$ cat src/rtl/mux_4to1.sv
// mux_4to1: registered 4-to-1 mux of w-bit operands with a 2-bit select.
// Define MUX4TO1_IN_REG_EN to add an input register stage (latency 2 instead of 1).
module mux_4to1 #(
  parameter int w = 8
) (
  input  logic         clk,
  input  logic         rst_n,
  input  logic [w-1:0] in_0,
  input  logic [w-1:0] in_1,
  input  logic [w-1:0] in_2,
  input  logic [w-1:0] in_3,
  input  logic [1:0]   sel,
  output logic [w-1:0] out
);
  logic [w-1:0] d_0, d_1, d_2, d_3, out_d, out_q;
  logic [1:0]   d_sel;
`ifdef MUX4TO1_IN_REG_EN
  logic [w-1:0] in_0_q, in_1_q, in_2_q, in_3_q;
  logic [1:0]   sel_q;
  always_ff @(posedge clk) begin
    if (!rst_n) begin
      in_0_q <= '0;
      in_1_q <= '0;
      in_2_q <= '0;
      in_3_q <= '0;
      sel_q  <= 2'b00;
    end else begin
      in_0_q <= in_0;
      in_1_q <= in_1;
      in_2_q <= in_2;
      in_3_q <= in_3;
      sel_q  <= sel;
    end
  end
  assign {d_0, d_1, d_2, d_3, d_sel} = {in_0_q, in_1_q, in_2_q, in_3_q, sel_q};
`else
  assign {d_0, d_1, d_2, d_3, d_sel} = {in_0, in_1, in_2, in_3, sel};
`endif
  // an X/Z select falls to the default and loads zero
  always_comb begin
    case (d_sel)
      2'b00:   out_d = d_0;
      2'b01:   out_d = d_1;
      2'b10:   out_d = d_2;
      2'b11:   out_d = d_3;
      default: out_d = '0;
    endcase
  end
  always_ff @(posedge clk) out_q <= rst_n ? out_d : '0;
  assign out = out_q;
endmodule

$ cat config.mk
export PLATFORM = sky130hd
export DESIGN_NAME = mux_4to1
export DESIGN_NICKNAME = d
export VERILOG_FILES = /design/src/rtl/mux_4to1.sv
export SDC_FILE = /design/constraint.sdc
export NUM_CORES = 1
export LEC_CHECK = 0
export ABC_AREA = 1
export CORE_MARGIN = 1
export CORE_UTILIZATION = 32
export DETAILED_ROUTE_END_ITERATION = 8
export GPL_TIMING_DRIVEN = 0
export PLACE_DENSITY_LB_ADDON = 0.3
export SYNTH_ARGS = -nofsm -noshare
export SYNTH_HDL_FRONTEND = slang
export SYNTH_SLANG_ARGS = --single-unit
$ cat constraint.sdc
create_clock -name clk -period 1.6 [get_ports clk]
set_input_delay 0.24 -clock clk [delete_from_list [all_inputs] [get_ports clk]]
set_output_delay 0.24 -clock clk [all_outputs]
set_load 0.02 [all_outputs]
==> results_dict.tcl, run 1 <==
set metrics [dict create \
    grt-ovfl-total 0 \
    ctsResizeCount 0 \
    ys_types 11 \
    clock-sinks 8 \
    synthTopCellsByArea "dfxtp_1, nand3_1, nand2_1, nor2_1, o21ai_1" \
    fmax_mhz 720 \
    syn_inst 79 \
    cts_made_buffers 3 \
    worst-path-stages 1 \
    fillCellCount 121 \
    drive_above_1_share_pct 8.06 \
    fin_area_um2 948 \
    grt_max_degree 11 \
    grt_pass1_wl_um 2300 \
    path_class "reg2out" \
    num_antenna_cells 0 \
    rows 13 \
    powerDensity_mw_per_mm2 623 \
    route.detailed.drc 0 \
    cts.path.max_buffers 2 \
    cp_num_buf_inv 1 \
    wl_per_cell_um 11.3 \
    cp-startpoint "out[0]" \
    ctsHtreeMaxLevel 1 \
    root_buffer "clkbuf_4" \
    gp_congestion 0.826 \
    path_cells "clkdlybuf4s50_1" \
    finalWirelength_um 1560 \
    yosys.area.top_type "dfxtp_1" \
    hold_buffers 0 \
    post-place-cells 136 \
    fin_crit_ns 1.39 \
    syn-num-nets 115 \
    worst_pin_slew_ns 0.239 \
    timing.slew.headroom_pct 84.0 \
    start_util_pct 36.1 \
    finalHoldViolCount 0 \
    cp_data_required_time_ns 1.36 \
    io_buffers 42 \
    syn2layout_area_growth_pct 94.9 \
    ys_seq_area_share_pct 32.9 \
    hp-class "in2reg" \
    viasPerCell 4.80 \
    fin_setup_tns_ns 0 \
    cts.clk_slew.worst_paths_ns 0.05 \
    cp-endpoint "out[0]" \
    layout.cells.non_filler 139 \
    crit_family "buffers and inverters" \
    total_power_uw 591 \
    max_stage_delay_ns 0.59 \
    ios 44 \
    cap_violations 0 \
    slew_violations 0 \
    vdd_drop_max_mv 0.287 \
    core_mm2 0.00135 \
    antenna_found_initial 0 \
    final_nets 162 \
    largest_register_ff_count 8 \
    worstPathMaxFanout 1 \
    drt_iter0_drc 10 \
    p_leak_nw 0.432 \
    cp_slowest_cell "clkdlybuf4s50_1" \
    synth_top_area_share_pct 32.9 \
    status "complete, no violations" \
    yosys_register_bits 8 \
    postCtsSetupBuffers 0 \
    yosys_warnings 0 \
    end_kind "output pin" \
    die_y_um 41 \
    utilization_pct 70.3 \
    finalCritPeriodShare_pct 86.8 \
    setup_viol 0 \
    worstSetupStartpointType "flip-flop" \
    syn_area_um2 487 \
    grt_pass1_vias 574 \
    dieArea_mm2 0.00168 \
    grt_use_total_pct 20.6 \
    postRouteAntennaNets 0 \
    worstPathArrival_ns 1.15 \
    first_pass_iters 3 \
    place_area_um2 926 \
    die_w_um 41 \
    cts_tree "built" \
    vias 667 \
    grt_setup_unrepaired "false" \
    postSynthAreaPerCell_um2 6.16 \
]
kinds of logic (layout without fill, tap and decap cells):
kind of cell           count (synthesis)  in the layout  synth area share [%]
buffers and inverters                  6             51                  7.97
AND/OR/NAND/NOR                       57             57                  50.9
AO/OA/AOI/OAI                          8              8                  8.23
flip-flops                             8              8                  32.9
how the worst min path moves through the flow:
stage | start | endpoint | slack [ns] | cells past startpoint
2_1_floorplan | rst_n | out[0] | 0.39 | 2
3_5_place_dp | sel[0] | out[5] | 0.72 | 5
4_1_cts | sel[0] | out[3] | 0.46 | 5
5_1_grt | sel[0] | out[3] | 0.52 | 5
3_3_place_gp | sel[0] | out[3] | 0.71 | 5
6_report | sel[0] | out[3] | 0.46 | 5
metrics by stage:
| step | hold slack, ns | setup WS [ns] |
|---|---|---|
| final | 0.459 | 0.211 |
| after global routing | 0.517 | 0.136 |
| after CTS | 0.456 | 0.196 |
| after detailed placement | 0.720 | 0.0942 |
| after global placement | 0.708 | 0.129 |
| after floorplan | 0.385 | 0.639 |
where the power goes:
| part | switching [mW] | internal [mW] |
|---|---|---|
| Sequential | 0.00346 | 0.216 |
| Combinational | 0.0927 | 0.129 |
| Clock | 0.0647 | 0.0856 |
final cells by class:
type                    instances  area (um^2)  area share, %
clock buffers                   3         22.5           2.37
plain buffers                   4         28.8           3.03
flip-flops and latches          8          160           16.9
inverters                       2         10.0           1.06
well taps                      15         18.8           1.98
repair buffers                 42          420           44.3
multi-input cells              65          288           30.3
cell usage in the layout, fill, tap and decap left out:
cell,netlist,layout
nand2_4,1,1
buf_6,1,1
nand3_1,21,21
nor2_1,16,16
o21ai_1,8,8
inv_2,1,1
dfxtp_1,8,8
clkbuf_4,0,3
inv_4,1,1
buf_4,1,1
clkdlybuf4s50_1,0,42
buf_2,2,2
nand2_1,19,19
synthesized netlist by cell type (all sizes together):
cell type and count:
buf 4, dfxtp 8, inv 2, nand2 20
nand3 21, nor2 16, o21ai 8
layer usage:
metal | track usage (%) | part of all wire [%] | vias to the layer above
li1 | - | - | 354
met1 | 22.7 | 41 | 277
met2 | 37.5 | 49 | 32
met3 | 2.17 | 8.1 | 4
met4 | 11.7 | 1.6 | 0
met5 | 0 | 0 | -
Power figures use the tool's default switching activity.
==> run 2: changes to the inputs <==
--- a/config.mk
+++ b/config.mk
@@ -6,7 +6,6 @@
 export NUM_CORES = 1
 export LEC_CHECK = 0
 export ABC_AREA = 1
-export CORE_MARGIN = 1
 export CORE_UTILIZATION = 32
 export DETAILED_ROUTE_END_ITERATION = 8
 export GPL_TIMING_DRIVEN = 0
==> constraint.sdc (replaced) <==
create_clock -name clk -period 1.6 [get_ports clk]
set_input_delay 0.48 -clock clk [delete_from_list [all_inputs] [get_ports clk]]
set_output_delay 0.48 -clock clk [all_outputs]
set_load 0.02 [all_outputs]
==> run 2 against run 1 <==
Against the previous run: sequential cell count did not move; critical path depth rose by 6; power fell by 2.0%; largest power group is now registers.
==> results_dict.tcl, run 2 (same netlist as run 1, synthesis figures left out) <==
set metrics [dict create \
    grt-ovfl-total 0 \
    regArea_um2 160 \
    setup_viol 0 \
    crit_family "buffers and inverters" \
    fillCellCount 129 \
    worstSetupStartpointType "input port" \
    max_stage_delay_ns 0.56 \
    dieArea_mm2 0.00168 \
    powerDensity_mw_per_mm2 617 \
    die_y_um 41 \
    drive_above_1_share_pct 8.06 \
    multi_input_area_um2 288 \
    first_pass_iters 3 \
    cts_tree "built" \
    root_buffer "clkbuf_4" \
    core_mm2 0.00135 \
    grt_max_degree 11 \
    die_w_um 41 \
    path_class "in2reg" \
    postRouteAntennaNets 0 \
    grt_setup_unrepaired "false" \
    hold_depth 5 \
    cp_num_buf_inv 3 \
    hp-start "sel[0]" \
    wl_per_cell_um 11.3 \
    gp_congestion 0.826 \
    crit_top_cell "nor2_1" \
    num_antenna_cells 0 \
    cts_made_buffers 3 \
    cts.path.max_buffers 2 \
    fmax_mhz 662 \
    worst_pin_slew_ns 0.238 \
    viasPerCell 4.80 \
    total_power_uw 579 \
    cp_slowest_cell "clkdlybuf4s50_1" \
    hold_end "out[3]" \
    worstPathMaxFanout 10 \
    antenna_found_initial 0 \
    postCtsSetupBuffers 0 \
    holdWs_ns 0.699 \
    place_ws_ns -0.146 \
    grt_pass1_vias 574 \
    final_nets 162 \
    grt_use_total_pct 20.6 \
    finalWirelength_um 1570 \
    io_buffers 42 \
    slew_violations 0 \
    p_leak_nw 0.458 \
    path_cells "clkdlybuf4s50_1 > inv_2 > nand2_4 > buf_6 > nand2_1 > nor2_1 > nor2_1" \
    worstPathArrival_ns 1.65 \
    worst_slack_ns 0.0895 \
    finalCritPeriodShare_pct 94.4 \
    clock-sinks 8 \
    ios 44 \
    end_kind "flip-flop" \
    cp_data_required_time_ns 1.74 \
    syn2layout_area_growth_pct 92.8 \
    drt_iter0_drc 10 \
    fin_setup_tns_ns 0 \
    cts.clk_slew.worst_paths_ns 0.05 \
    vdd_drop_max_mv 0.284 \
    rows 13 \
    ctsHtreeMaxLevel 1 \
    status "complete, no violations" \
    start_util_pct 36.1 \
    fin_crit_ns 1.51 \
    layout_common_cells "clkdlybuf4s50_1, nand3_1, nand2_1" \
    cap_violations 0 \
    route.detailed.drc 0 \
    hp-class "in2reg" \
    finalHoldViolCount 0 \
    vias 667 \
    timing.slew.headroom_pct 84.1 \
    largest_register_ff_count 8 \
    grt_pass1_wl_um 2300 \
    layout_commonest_cell "clkdlybuf4s50_1" \
]
run 2: layout make-up:
cell class	instances	area share, %
Timing Repair Buffer	42	43.7
Multi-Input combinational cell	65	30.7
Sequential cell	8	17.1
Buffer	4	3.07
Clock buffer	3	2.40
Tap cell	15	2.00
Inverter	2	1.07
run 2: worst max path at each step:
stage                  end  startpoint  depth (start not counted)  slack, ns
global route        out[4]      sel[1]                          7       0.03
CTS                 out[4]      sel[1]                          7       0.11
global placement    out[2]      sel[1]                          7      -0.11
detailed placement  out[4]      sel[1]                          7      -0.15
finish              out[4]      sel[1]                          7       0.09
floorplan           out[2]      sel[0]                          7       0.40
run 2: layer usage:
metal  GRT usage [%]  up-vias  wire length [um]
met5               0        -                 0
met4            11.7        0                25
met3            2.17        4               128
met2            37.5       32               775
met1            22.7      277               635
li1                -      354                 -
run 2: timing repair:
action | 4_1_cts | 5_1_grt
setup endpoints to repair | 8 | 0
resized for setup | 8 | 0
hold buffers | 0 | 0
run 2: where the power goes:
part / internal [mW] / total, mW / switching (mW)
logic: 0.118 / 0.211 / 0.0927
registers: 0.215 / 0.218 / 0.00282
clock network: 0.0856 / 0.150 / 0.0647
run 2: through the flow:
step	utilization, %	std cells	area [um^2]
floorplan	-	79	487
global placement	68.6	136	926
detailed placement	68.6	136	926
CTS	69.5	139	938
global route	69.5	139	938
finish	69.5	139	938
run 2: tightest hold or removal path, stage by stage:
cell and delay [ns]:
buf_2 0.15, nand3_1 0.09, nand2_1 0.05, nor2_1 0.08, nor2_1 0.04
